$ cat src/rtl/logic32_pkg.sv
// Shared constants for the 32-bit registered logic unit: width, opcode encodings and reset value.
package logic32_pkg;

  localparam int unsigned WIDTH = 32;

  localparam logic [1:0] OPRN_AND = 2'b00;
  localparam logic [1:0] OPRN_OR  = 2'b01;
  localparam logic [1:0] OPRN_NOR = 2'b10;
  localparam logic [1:0] OPRN_INV = 2'b11;

  localparam logic [WIDTH-1:0] RESULT_RST = 32'h0;

  function automatic logic is_zero(input logic [WIDTH-1:0] val);
    return (val == '0);
  endfunction

endpackage

$ cat src/rtl/logic32_core.sv
// Combinational logic slice: per-bit AND/OR/NOR/INV gate arrays feeding a 4:1 opcode mux.
module logic32_core
  import logic32_pkg::*;
#(
  parameter int unsigned WIDTH = logic32_pkg::WIDTH
) (
  input  logic [1:0]       oprn_i,
  input  logic [WIDTH-1:0] op1_i,
  input  logic [WIDTH-1:0] op2_i,
  output logic [WIDTH-1:0] y_o
);

  logic [WIDTH-1:0] and_y;
  logic [WIDTH-1:0] or_y;
  logic [WIDTH-1:0] nor_y;
  logic [WIDTH-1:0] inv_y;

  for (genvar i = 0; i < WIDTH; i++) begin : g_bit
    assign and_y[i] = op1_i[i] & op2_i[i];
    assign or_y[i]  = op1_i[i] | op2_i[i];
    assign nor_y[i] = ~(op1_i[i] | op2_i[i]);
    assign inv_y[i] = ~op1_i[i];
  end

  // Unknown opcodes fall back to AND so the mux never holds state.
  always_comb begin
    y_o = and_y;
    case (oprn_i)
      OPRN_AND: y_o = and_y;
      OPRN_OR:  y_o = or_y;
      OPRN_NOR: y_o = nor_y;
      OPRN_INV: y_o = inv_y;
      default:  y_o = and_y;
    endcase
  end

endmodule

$ cat src/rtl/logic32_unit.sv
// Registered 32-bit logic unit: result and valid one cycle after each accepted request.
// Optional registered ZERO flag enabled by defining LOGIC32_ZERO_FLAG_EN.
module logic32_unit
  import logic32_pkg::*;
#(
  parameter int unsigned WIDTH = logic32_pkg::WIDTH
) (
  input  logic             CLK,
  input  logic             RST,
  input  logic             IN_VALID,
  input  logic [1:0]       OPRN,
  input  logic [WIDTH-1:0] OP1,
  input  logic [WIDTH-1:0] OP2,
  output logic [WIDTH-1:0] RESULT,
  output logic             OUT_VALID
`ifdef LOGIC32_ZERO_FLAG_EN
  ,
  output logic             ZERO
`endif
);

  logic [WIDTH-1:0] core_y;
  logic [WIDTH-1:0] result_d, result_q;
  logic             valid_d, valid_q;

  logic32_core #(
    .WIDTH (WIDTH)
  ) u_core (
    .oprn_i (OPRN),
    .op1_i  (OP1),
    .op2_i  (OP2),
    .y_o    (core_y)
  );

  always_comb begin
    result_d = result_q;
    valid_d  = 1'b0;
    if (IN_VALID) begin
      result_d = core_y;
      valid_d  = 1'b1;
    end
  end

  always_ff @(posedge CLK or negedge RST) begin
    if (!RST) begin
      result_q <= RESULT_RST;
      valid_q  <= 1'b0;
    end else begin
      result_q <= result_d;
      valid_q  <= valid_d;
    end
  end

  assign RESULT    = result_q;
  assign OUT_VALID = valid_q;

`ifdef LOGIC32_ZERO_FLAG_EN
  logic zero_d, zero_q;

  always_comb begin
    zero_d = zero_q;
    if (IN_VALID) begin
      zero_d = is_zero(core_y);
    end
  end

  // Reset value of 1 matches the cleared RESULT.
  always_ff @(posedge CLK or negedge RST) begin
    if (!RST) begin
      zero_q <= 1'b1;
    end else begin
      zero_q <= zero_d;
    end
  end

  assign ZERO = zero_q;
`endif

endmodule

$ cat config.mk
export PLATFORM = sky130hd
export DESIGN_NAME = logic32_unit
export DESIGN_NICKNAME = d
export VERILOG_FILES = /design/src/rtl/logic32_pkg.sv /design/src/rtl/logic32_core.sv /design/src/rtl/logic32_unit.sv
export SDC_FILE = /design/constraint.sdc
export NUM_CORES = 1
export LEC_CHECK = 0
export CORE_UTILIZATION = 42
export CTS_CLUSTER_SIZE = 24
export DETAILED_ROUTE_END_ITERATION = 12
export GPL_TIMING_DRIVEN = 1
export PLACE_DENSITY_LB_ADDON = 0.15
export SYNTH_ARGS = -nofsm -noshare
export SYNTH_HDL_FRONTEND = slang
export SYNTH_SLANG_ARGS = --single-unit
$ cat constraint.sdc
create_clock -name CLK -period 0.8 [get_ports CLK]
set_input_delay 0.24 -clock CLK [delete_from_list [all_inputs] [get_ports CLK]]
set_output_delay 0.24 -clock CLK [all_outputs]
set_load 0.01 [all_outputs]
-- Word-level counts from Yosys, hierarchy flattened
Cells that the tools add are included.
Widths: inputs -> output; s select.
- output and inout port bits: 33
- input port bits: 69
- register bits after elaboration: 33
- bitwise operators: 128
- mux-type cells: 2
- reductions and logical operators: 1
- equal/unequal tests: 3
- operators by type and width (operator ; number):
    $pmux 32 s4 ; 1
    $not 1->1 ; 64
    $and 1x1->1 ; 32
    $or 1x1->1 ; 32
    $eq 2x2->1 const B ; 2
    $eq 2x1->1 const B ; 1
    $logic_not 2->1 ; 1
    $mux 1 ; 1

-- Depth between registers and ports, before layout
Gate-level depths: netlist of run 1.
- depth in word-level cells: 3
- gate-level depth with buffers: 5

-- Modules after synthesis
Synthesis of run 1 repeated with hierarchy kept, for this count alone.
- cell total of the unflattened synthesis: 241
- area total of the unflattened synthesis: 2813.9 sq um
- modules (own cells, without submodules) (module ; instances ; cells an instance ; area each (sq um)):
    logic32_core ; 1 ; 172 ; 1443.9
    logic32_unit ; 1 ; 69 ; 1370.1

-- Worst setup path after synthesis of run 1
OpenSTA, ideal clock, no wires.
- path type: input to register
- from: input OPRN[1]
- to: register result_q[23] (netlist: RESULT[23])
- arrival time: 1003 ps
- stages: 4
- data required time: 723 ps
- path slack: -280 ps
- library setup time: 77 ps
- cell sequence: buf_2 > buf_2 > o32a_1 > a21oi_1
- cells in the longest elaborated chain, start to end: 2
- elaborated cells on any way between the ends: 5
- RTL lines (element ; line ; text):
    start, declared ; logic32_unit.sv:11 ; input logic [1:0] OPRN,
    $eq 2x2->1, or another cell as far along ; logic32_core.sv:28 ; case (oprn_i)
    $pmux 32 s4 * ; logic32_core.sv:28 ;
    end signal, assigned ; logic32_unit.sv:49 ; result_q <= result_d;
    end, declared ; logic32_unit.sv:23 ; logic [WIDTH-1:0] result_d, result_q;
Mark *: on every way between the ends. The rest lies on a longest branch, timed or not.
A chain may end at the register's enable or synchronous reset.

-- Worst setup path in the final report of run 1
- from: register result_q[28] (netlist: RESULT[28])
- to: output RESULT[28]
- RTL lines (element ; line ; text):
    end, declared ; logic32_unit.sv:14 ; output logic [WIDTH-1:0] RESULT,
No word-level cell between the ends.

==> results of run 1 <==
==> power by group <==
part | switching [µW] | internal [µW]
clock network | 598 | 618
logic | 888 | 1150
registers | 115 | 1860
==> placed cells by master, fill, tap and decap left out <==
cell	netlist	layout
a21oi_1	64	39
a21oi_2	0	25
buf_12	0	13
buf_16	0	8
buf_2	9	27
buf_4	0	20
buf_6	1	12
buf_8	4	1
bufbuf_16	0	2
clkbuf_1	7	3
clkbuf_16	0	2
clkbuf_2	0	34
clkbuf_8	0	5
clkdlybuf4s15_1	0	25
dfrtp_1	33	33
dlygate4sd2_1	0	5
dlygate4sd3_1	0	1
nand2b_1	32	32
nor2_1	64	59
nor2_2	0	4
nor2_4	0	1
nor2b_1	32	19
nor2b_2	0	8
nor2b_4	0	5
o32a_1	32	32
==> final cells by class <==
| type | count | area share |
|---|---|---|
| Timing Repair Buffer | 150 | 0.381 |
| Multi-Input combinational cell | 224 | 0.367 |
| Tap cell | 70 | 0.0222 |
| Clock buffer | 8 | 0.0203 |
| Sequential cell | 33 | 0.209 |
==> logic make-up (layout without fill, tap and decap cells) <==
family          after synthesis  after routing  share of synthesized area
flops                        33             33                      0.367
simple gates                128            128                      0.285
compound gates               96             96                      0.285
buf+inv                      21            158                     0.0634
==> cells in the mapped netlist, drive strengths merged <==
| cell | instances | share of area |
|---|---|---|
| a21oi | 64 | 0.14 |
| nand2b | 32 | 0.089 |
| nor2b | 32 | 0.089 |
| dfrtp | 33 | 0.37 |
| o32a | 32 | 0.14 |
| clkbuf | 7 | 0.012 |
| buf | 14 | 0.052 |
| nor2 | 64 | 0.11 |
==> registers in the layout (all words and copies together), names as in the netlist <==
name       cells
RESULT        32
OUT_VALID      1
==> layer usage <==
| metal | vias to the layer above | part of all wire | wire [µm] |
|---|---|---|---|
| met2 | 72 | 0.51 | 4030 |
| li1 | 1266 | - | - |
| met5 | - | 0 | 0 |
| met4 | 0 | 0.0081 | 64 |
| met1 | 1279 | 0.42 | 3320 |
| met3 | 8 | 0.056 | 444 |
==> timing repair <==
item,4_1_cts,5_1_grt
hold endpoints to repair,33,0
gates resized for setup,241,124
cloned,10,2
setup buffers,14,9
setup endpoints to repair,65,65
hold buffers,1,0
pin swaps,42,35
==> through the flow <==
| stage | util | instance area (µm²) |
|---|---|---|
| global placement | 0.666 | 3420 |
| detailed placement | 0.666 | 3420 |
| global route | 0.768 | 3950 |
| CTS | 0.740 | 3800 |
| floorplan | - | 2300 |
| finish | 0.768 | 3950 |
==> worst paths after layout <==
check,startpoint,depth (start not counted),slack (ns),endpoint
hold / removal,RST,2,0.31,RESULT[0]
min in group CLK,IN_VALID,2,0.33,OUT_VALID
setup / recovery,RESULT[28],1,-0.26,RESULT[28]
hold reg to reg,RESULT[5],2,0.51,RESULT[5]
setup reg to reg,RESULT[13],3,-0.01,RESULT[13]
max in group asynchronous,RST,3,0.16,RESULT[7]
==> reports/results.txt, run 1 <==
Latest clock arrival within the worst-skew pair -> 0.28 ns
Number of I/O pins -> 102
CP top delay family -> flip-flops
Rows -> 26
TNS Setup -> -8.14 ns
Fin nets -> 483
Met2 GRT Util -> 0.482
Min Hold Slack -> 0.315 ns
Die area -> 0.00565 mm²
Core area -> 0.00514 mm²
Final Max Slew Viols -> 0
DRC Markers -> 0
Worst Tran Pin Value -> 0.172 ns
M1 GR Usage -> 0.329
Failing checks -> negative setup slack
Root Driver -> clkbuf_8
Post-route setup slack -> -0.264 ns
Sequential area share after synthesis -> 0.367
DRT Wirelength -> 7860 µm
CTS buffer count -> 5
Critical Path RT -> 0.56 ns
Worst VDD drop -> 0.000743 V
Final setup viols -> 37
Post-detail-place hpwl -> 4430 µm
Mapped Avg Cell Area -> 8.09 µm²
Setup crit end kind -> output pin
Detailed-router iteration count before antenna repair -> 4
Vias -> 2625
Post-synthesis cell count -> 278
Area of the multi-input gates -> 0.00145 mm²
WL/cell -> 16.2 µm
Syn Std Cell Area -> 0.00225 mm²
Crit-path cells -> buf_6
Crit-path max FO -> 2
Startpoint Class -> flop
Non-Filler Instances -> 485
Dpl cells -> 443
Layout cells sized above 1 -> 0.402
Outcome -> complete, but fails checks
Die Ht -> 75.2 µm
Clock slew at reported path FFs -> 0.07 ns
Pwr Density -> 1320 mW/mm²
Synthesis-stage register bit count -> 33
Port Buffers -> 101
Remaining Overflow, GRT -> 0
Clock sink count -> 33
First-pass GRT wire length -> 11300 µm
GPL Wtd Cong -> 0.778
Synth unique cells -> 10
H-tree levels -> 2
Antenna diodes -> 0
Number of max-cap violations -> 0
Max_slew headroom -> 0.885
Tightest Hold Check Type -> in2async
Die W -> 75.2 µm
Via/cell ratio -> 5.41
Max stage delay cell, worst path -> dfrtp_1
Pleak -> 0.00174 µW
Initial Util -> 0.438
Filler Cell Count -> 384
Largest net degree at the start of global routing -> 25
Final Skew -> 0 ns
Tmin final -> 1.06 ns
Final period utilization -> 1.33
Bufs on Longest Clock Path -> 2
Storage element area -> 826 µm²
Fmax -> 940 MHz
CTS tree -> done
Number of DRC markers in iteration 0 -> 101
Final ANT Viol Nets -> 0
RSZ-0062 raised after global routing -> yes
Worst Path Buf+Inv -> 1
Routing usage on met3 -> 0.0589
Worst path max stage delay -> 0.41 ns
Total power -> 5230 µW
Final Hold Fails -> 0
Number of global-route vias before repair -> 2441
Initial antenna violation count -> 0
Syn nets -> 347
CP Class -> reg2out
All-Layer GR Usage -> 0.267
Syn-to-layout area delta -> 75.5%
Arrival @ worst endpoint -> 0.82 ns
Pre-CTS setup slack -> -0.585 ns
GR peak layer -> met2
Ys Warns -> 0
(Power assumes the default switching activity.)
==> run 2, diff against run 1 <==
--- a/config.mk
+++ b/config.mk
@@ -6,9 +6,9 @@
 export NUM_CORES = 1
 export LEC_CHECK = 0
 export CORE_UTILIZATION = 42
-export CTS_CLUSTER_SIZE = 24
 export DETAILED_ROUTE_END_ITERATION = 12
 export GPL_TIMING_DRIVEN = 1
+export MAX_ROUTING_LAYER = met4
 export PLACE_DENSITY_LB_ADDON = 0.15
 export SYNTH_ARGS = -nofsm -noshare
 export SYNTH_HDL_FRONTEND = slang
==> run 2 against run 1 <==
- the flow still finishes with violations (negative setup slack)
- first-iteration DRC count increased by 14%
- sequential share of layout area about the same
- clock skew is the same
- clock-buffer cell count is the same
- cell count is the same
- die area did not move
- global-route usage grew 0.84 points
- power barely moved
- wire length grew 0.38%
==> reports/results.txt, run 2 (same netlist as run 1, synthesis figures left out) <==
Outcome -> complete, but fails checks
Failing checks -> negative setup slack
Final Skew -> 0 ns (unchanged)
Worst Tran Pin Value -> 0.173 ns (+0.000403 ns)
Fmax -> 938 MHz (-0.14%)
Remaining Overflow, GRT -> 0 (unchanged)
Root Driver -> clkbuf_8
Dpl cells -> 443 (unchanged)
Final setup viols -> 37 (unchanged)
Final Hold Fails -> 0 (unchanged)
Arrival @ worst endpoint -> 0.83 ns (about the same)
Largest register FFs -> 32 (unchanged)
Tmin final -> 1.07 ns (+0.00144 ns)
Post-detail-place hpwl -> 4430 µm (unchanged)
DRC Markers -> 0 (unchanged)
Number of DRC markers in iteration 0 -> 115 (+14%)
Core area -> 0.00514 mm² (unchanged)
Vias -> 2634 (+0.34%)
Latest clock arrival within the worst-skew pair -> 0.28 ns (about the same)
Crit-path max FO -> 2 (unchanged)
Worst path max stage delay -> 0.41 ns (about the same)
Post-route setup slack -> -0.266 ns (-0.00144 ns)
Die Ht -> 75.2 µm (unchanged)
All-Layer GR Usage -> 0.276 (+0.00842)
Min Hold Slack -> 0.314 ns (-0.000498 ns)
RSZ-0062 raised after global routing -> yes
Clock slew at reported path FFs -> 0.07 ns (about the same)
CP Class -> reg2out
Max stage delay cell, worst path -> dfrtp_1
Final ANT Viol Nets -> 0 (unchanged)
Tightest Hold Check Type -> in2async
Critical Path RT -> 0.56 ns (about the same)
CTS buffer count -> 5 (unchanged)
Initial Util -> 0.438 (unchanged)
Via/cell ratio -> 5.43 (+0.34%)
GPL Wtd Cong -> 0.789 (+1.4%)
Clock sink count -> 33 (unchanged)
Rows -> 26 (unchanged)
Crit Reg-Reg Endpoint -> RESULT[13]
First-pass GRT wire length -> 11300 µm (unchanged)
WL/cell -> 16.3 µm (+0.38%)
Pleak -> 0.00174 µW (-0.13%)
Number of global-route vias before repair -> 2440 (-0.041%)
Max_slew headroom -> 0.885 (about the same)
TNS Setup -> -8.18 ns (-0.0382 ns)
Antenna diodes -> 0 (unchanged)
Syn-to-layout area delta -> 75.3%
Startpoint Class -> flop
Number of max-cap violations -> 0 (unchanged)
H-tree levels -> 2 (unchanged)
Final period utilization -> 1.33 (+0.00180)
Layout cells sized above 1 -> 0.402 (unchanged)
CP top delay family -> flip-flops
Die W -> 75.2 µm (unchanged)
Pre-CTS setup slack -> -0.585 ns (unchanged)
Most common cell after layout, fill and taps aside -> nor2_1
Non-Filler Instances -> 485 (unchanged)
Reg2reg start -> RESULT[13]
Fin nets -> 483 (unchanged)
Bufs on Longest Clock Path -> 2 (unchanged)
Final Max Slew Viols -> 0 (unchanged)
Crit-path cells -> buf_6
Setup crit end kind -> output pin
Number of I/O pins -> 102 (unchanged)
Worst VDD drop -> 0.000740 V (-0.42%)
DRT Wirelength -> 7890 µm (+0.38%)
Commonest cells after routing, fill and taps aside -> nor2_1 (59), a21oi_1 (39), clkbuf_2 (34), dfrtp_1 (33)
CTS tree -> done
Initial antenna violation count -> 0 (unchanged)
Detailed-router iteration count before antenna repair -> 4 (unchanged)
Die area -> 0.00565 mm² (unchanged)
Pwr Density -> 1330 mW/mm² (+0.15%)
Worst Path Buf+Inv -> 1 (unchanged)
Port Buffers -> 101 (unchanged)
Worst Reg-to-Reg Cells -> 3 (unchanged)
Largest net degree at the start of global routing -> 25 (unchanged)
Flop2flop setup slack -> 0 ns (about the same)
run 2: how the worst max path moves through the flow:
stage                from    endpoint  slack [ns]  cells past startpoint
2_1_floorplan     OPRN[0]   RESULT[0]       -0.19                      5
3_3_place_gp      OP1[21]  RESULT[21]       -0.54                      4
3_5_place_dp      OP2[19]  RESULT[19]       -0.59                      4
4_1_cts        RESULT[29]  RESULT[29]       -0.27                      1
5_1_grt        RESULT[13]  RESULT[13]       -0.30                      1
6_report       RESULT[28]  RESULT[28]       -0.27                      1
run 2: worst register-to-register path, stage by stage (launching register included):
cell	delay, ns
dfrtp_1	0.39
buf_4	0.14
nor2_1	0.11
a21oi_2	0.06
run 2: cell type report:
cell class / count / area [µm²]
clock buffers: 8 / 80.1
fillers: 386 / 1200
multi-input cells: 224 / 1450
flip-flops and latches: 33 / 826
well taps: 70 / 87.6
repair buffers: 150 / 1500
run 2: timing repair:
item                                    CTS  global route
resized for setup                       241           123
hold buffers                              1             0
hold endpoints to repair                 33             0
gates cloned                             10             2
pin swaps                                42            35
buffers inserted                         14             9
endpoints found under the setup margin   65            65
run 2: where the power goes:
| group | internal (µW) | leakage [µW] | switching (µW) |
|---|---|---|---|
| Sequential | 1860 | 0.000381 | 114 |
| Combinational | 1140 | 0.00132 | 890 |
| Clock | 618 | 0.0000395 | 603 |
| Total | 3620 | 0.00174 | 1610 |
run 2: metrics by stage:
step                power, µW  utilization  cell area (µm²)
finish                   5230        0.767             3940
global route             5500        0.767             3940
CTS                      4990        0.740             3800
detailed placement       3720        0.666             3420
global placement         3680        0.666             3420
floorplan                2750            -             2300
run 2: layer usage:
metal | vias to the layer above | share of wire | GRT usage
met5 | - | 0 | -
met3 | 8 | 0.054 | 0.0535
met4 | 0 | 0.0081 | 0.0535
met2 | 75 | 0.51 | 0.482
met1 | 1285 | 0.43 | 0.332
li1 | 1266 | - | -
==> run 3, diff against run 2 <==
--- a/config.mk
+++ b/config.mk
@@ -6,10 +6,12 @@
 export NUM_CORES = 1
 export LEC_CHECK = 0
 export CORE_UTILIZATION = 42
+export CTS_BUF_LIST = sky130_fd_sc_hd__clkbuf_16
 export DETAILED_ROUTE_END_ITERATION = 12
 export GPL_TIMING_DRIVEN = 1
 export MAX_ROUTING_LAYER = met4
 export PLACE_DENSITY_LB_ADDON = 0.15
+export REMOVE_ABC_BUFFERS = 1
 export SYNTH_ARGS = -nofsm -noshare
 export SYNTH_HDL_FRONTEND = slang
 export SYNTH_SLANG_ARGS = --single-unit
==> run 3 against run 2 <==
- the run still ends with negative setup slack left
- combinational power up 3%
- register-to-register slack about the same
- design area up 4.7%
- via count up 2.6%
- global-route usage up 3.8 points
- clock power up 77%
- worst hold slack better by 0.033 ns
- critical endpoint is now RESULT[11]
- critical path type unchanged
- wire length up 12%
==> reports/results.txt, run 3 (same netlist as run 1, synthesis figures left out) <==
Port Buffers -> 101 (unchanged)
CP top delay family -> flip-flops
CTS buffer count -> 5 (unchanged)
Root Driver -> clkbuf_16
Final ANT Viol Nets -> 0 (unchanged)
Non-Filler Instances -> 472 (-2.7%)
WL/cell -> 18.7 µm (+15%)
Area of the multi-input gates -> 0.00163 mm² (+12%)
Worst VDD drop -> 0.00144 V (+94%)
Syn-to-layout area delta -> 83.5%
Latest clock arrival within the worst-skew pair -> 0.27 ns (about the same)
Pre-CTS setup slack -> -0.623 ns (-0.0380 ns)
Die area -> 0.00565 mm² (unchanged)
Vias -> 2703 (+2.6%)
Final period utilization -> 1.32 (-0.0116)
Die Ht -> 75.2 µm (unchanged)
GPL Wtd Cong -> 0.802 (+1.7%)
Switch Pwr -> 1810 µW (+13%)
Reg power frac -> 0.316 (-0.061)
H-tree levels -> 2 (unchanged)
Failing checks -> negative setup slack
Remaining Overflow, GRT -> 0 (unchanged)
Post-detail-place hpwl -> 4130 µm (-6.8%)
Commonest cells after routing, fill and taps aside -> nor2_1 (58), a21oi_2 (46), dfrtp_1 (33), o32a_1 (32), clkdlybuf4s15_1 (32)
DRC Markers -> 0 (unchanged)
Comb power frac -> 0.338 (-0.051)
Int Pwr -> 4440 µW (+23%)
Filler Cell Count -> 327 (-15%)
DRT Wirelength -> 8830 µm (+12%)
Layout cells sized above 1 -> 0.418 (+0.0155)
Pwr Density -> 1510 mW/mm² (+14%)
Most common cell after layout, fill and taps aside -> nor2_1
CTS tree -> done
Number of DRC markers in iteration 0 -> 168 (+46%)
Max stage delay cell, worst path -> dfrtp_1
Total power -> 6250 µW (+20%)
Pleak -> 0.00177 µW (+1.9%)
Final Skew -> 0 ns (unchanged)
Dpl cells -> 438 (-1.1%)
Storage element area -> 826 µm² (unchanged)
RSZ-0062 raised after global routing -> yes
All-Layer GR Usage -> 0.314 (+0.0382)
Max_slew headroom -> 0.864 (-0.0208)
Bufs on Longest Clock Path -> 2 (unchanged)
Net Sw Frac -> 0.290 (-0.0174)
Core area -> 0.00514 mm² (unchanged)
Startpoint Class -> flop
Die W -> 75.2 µm (unchanged)
Crit-path max FO -> 2 (unchanged)
Post-route setup slack -> -0.257 ns (+0.00931 ns)
Rows -> 26 (unchanged)
Initial Util -> 0.438 (unchanged)
Power share of the clock group -> 0.346 (+0.112)
Final Hold Fails -> 0 (unchanged)
Detailed-router iteration count before antenna repair -> 4 (unchanged)
Final Max Slew Viols -> 0 (unchanged)
Worst Tran Pin Value -> 0.204 ns (+0.0312 ns)
Worst path max stage delay -> 0.40 ns (about the same)
Initial antenna violation count -> 0 (unchanged)
Crit-path cells -> buf_6
Clock sink count -> 33 (unchanged)
Fmax -> 947 MHz (+0.88%)
Final setup viols -> 58 (+57%)
Number of max-cap violations -> 0 (unchanged)
Largest register FFs -> 32 (unchanged)
Antenna diodes -> 0 (unchanged)
Tightest Hold Check Type -> in2reg
Via/cell ratio -> 5.73 (+5.4%)
First-pass GRT wire length -> 12700 µm (+12%)
Worst Path Buf+Inv -> 1 (unchanged)
Min Hold Slack -> 0.347 ns (+0.0328 ns)
Fin nets -> 470 (-2.7%)
Number of global-route vias before repair -> 2578 (+5.7%)
Critical Path RT -> 0.56 ns (about the same)
Outcome -> complete, but fails checks
Tmin final -> 1.06 ns (-0.00931 ns)
Largest net degree at the start of global routing -> 38 (+52%)
Setup crit end kind -> output pin
Clock slew at reported path FFs -> 0.05 ns (-0.02 ns)
CP Class -> reg2out
Arrival @ worst endpoint -> 0.82 ns (about the same)
Final Util -> 0.803 (+0.0363)
Number of I/O pins -> 102 (unchanged)
## run 3: per-stage QoR
| step | area (µm²) | setup TNS, ns |
|---|---|---|
| finish | 4130 | -8.42 |
| floorplan | 2110 | 0 |
| CTS | 3980 | -8.95 |
| detailed placement | 3350 | -28.11 |
| global placement | 3350 | -27.30 |
| global route | 4130 | -9.76 |
## run 3: final cells by class
| class | count | area share |
|---|---|---|
| Multi-Input combinational cell | 224 | 0.394 |
| Timing Repair Buffer | 137 | 0.345 |
| Sequential cell | 33 | 0.200 |
| Clock buffer | 5 | 0.0303 |
| Tap cell | 70 | 0.0212 |
| Clock inverter | 3 | 0.00909 |
## run 3: path summary, 6_finish.rpt
kind,start,endpoint,slack (ns),cells after the start
setup / recovery,RESULT[11],RESULT[11],-0.26,1
hold reg to reg,RESULT[1],RESULT[1],0.52,2
setup reg to reg,RESULT[11],RESULT[11],-0.01,3
hold / removal,IN_VALID,OUT_VALID,0.35,2
max in group asynchronous,RST,RESULT[23],0.13,3
min in group asynchronous,RST,RESULT[17],0.48,3
## run 3: timing repair
item                                    CTS  global route
hold buffers                              1             0
endpoints found under the setup margin   65            65
hold endpoints to repair                 33             0
resized for setup                       273           111
cloned                                   12             1
pin swaps                                63            33
buffers inserted                         13             5
## run 3: power groups by stage
| stage | registers (µW) | clock network, µW | logic (µW) |
|---|---|---|---|
| 6_report | 1970 | 2160 | 2110 |
| 3_5_place_dp | 1990 | 0 | 1690 |
| 2_1_floorplan | 2070 | 0 | 491 |
| 5_1_grt | 1990 | 2240 | 2260 |
| 3_3_place_gp | 1990 | 0 | 1650 |
| 4_1_cts | 1960 | 2150 | 1890 |
## run 3: metal layers
layer,global-route usage,wire length [µm]
met5,-,0
met1,0.366,3560
met2,0.537,4410
met4,0.105,211
met3,0.0696,653
## run 3: worst reg2reg max path, delay by kind of cell, from the launching register on
kind	cells	cell delay [ns]
flops	1	0.40
buf+inv	1	0.15
simple gates	1	0.10
compound gates	1	0.05
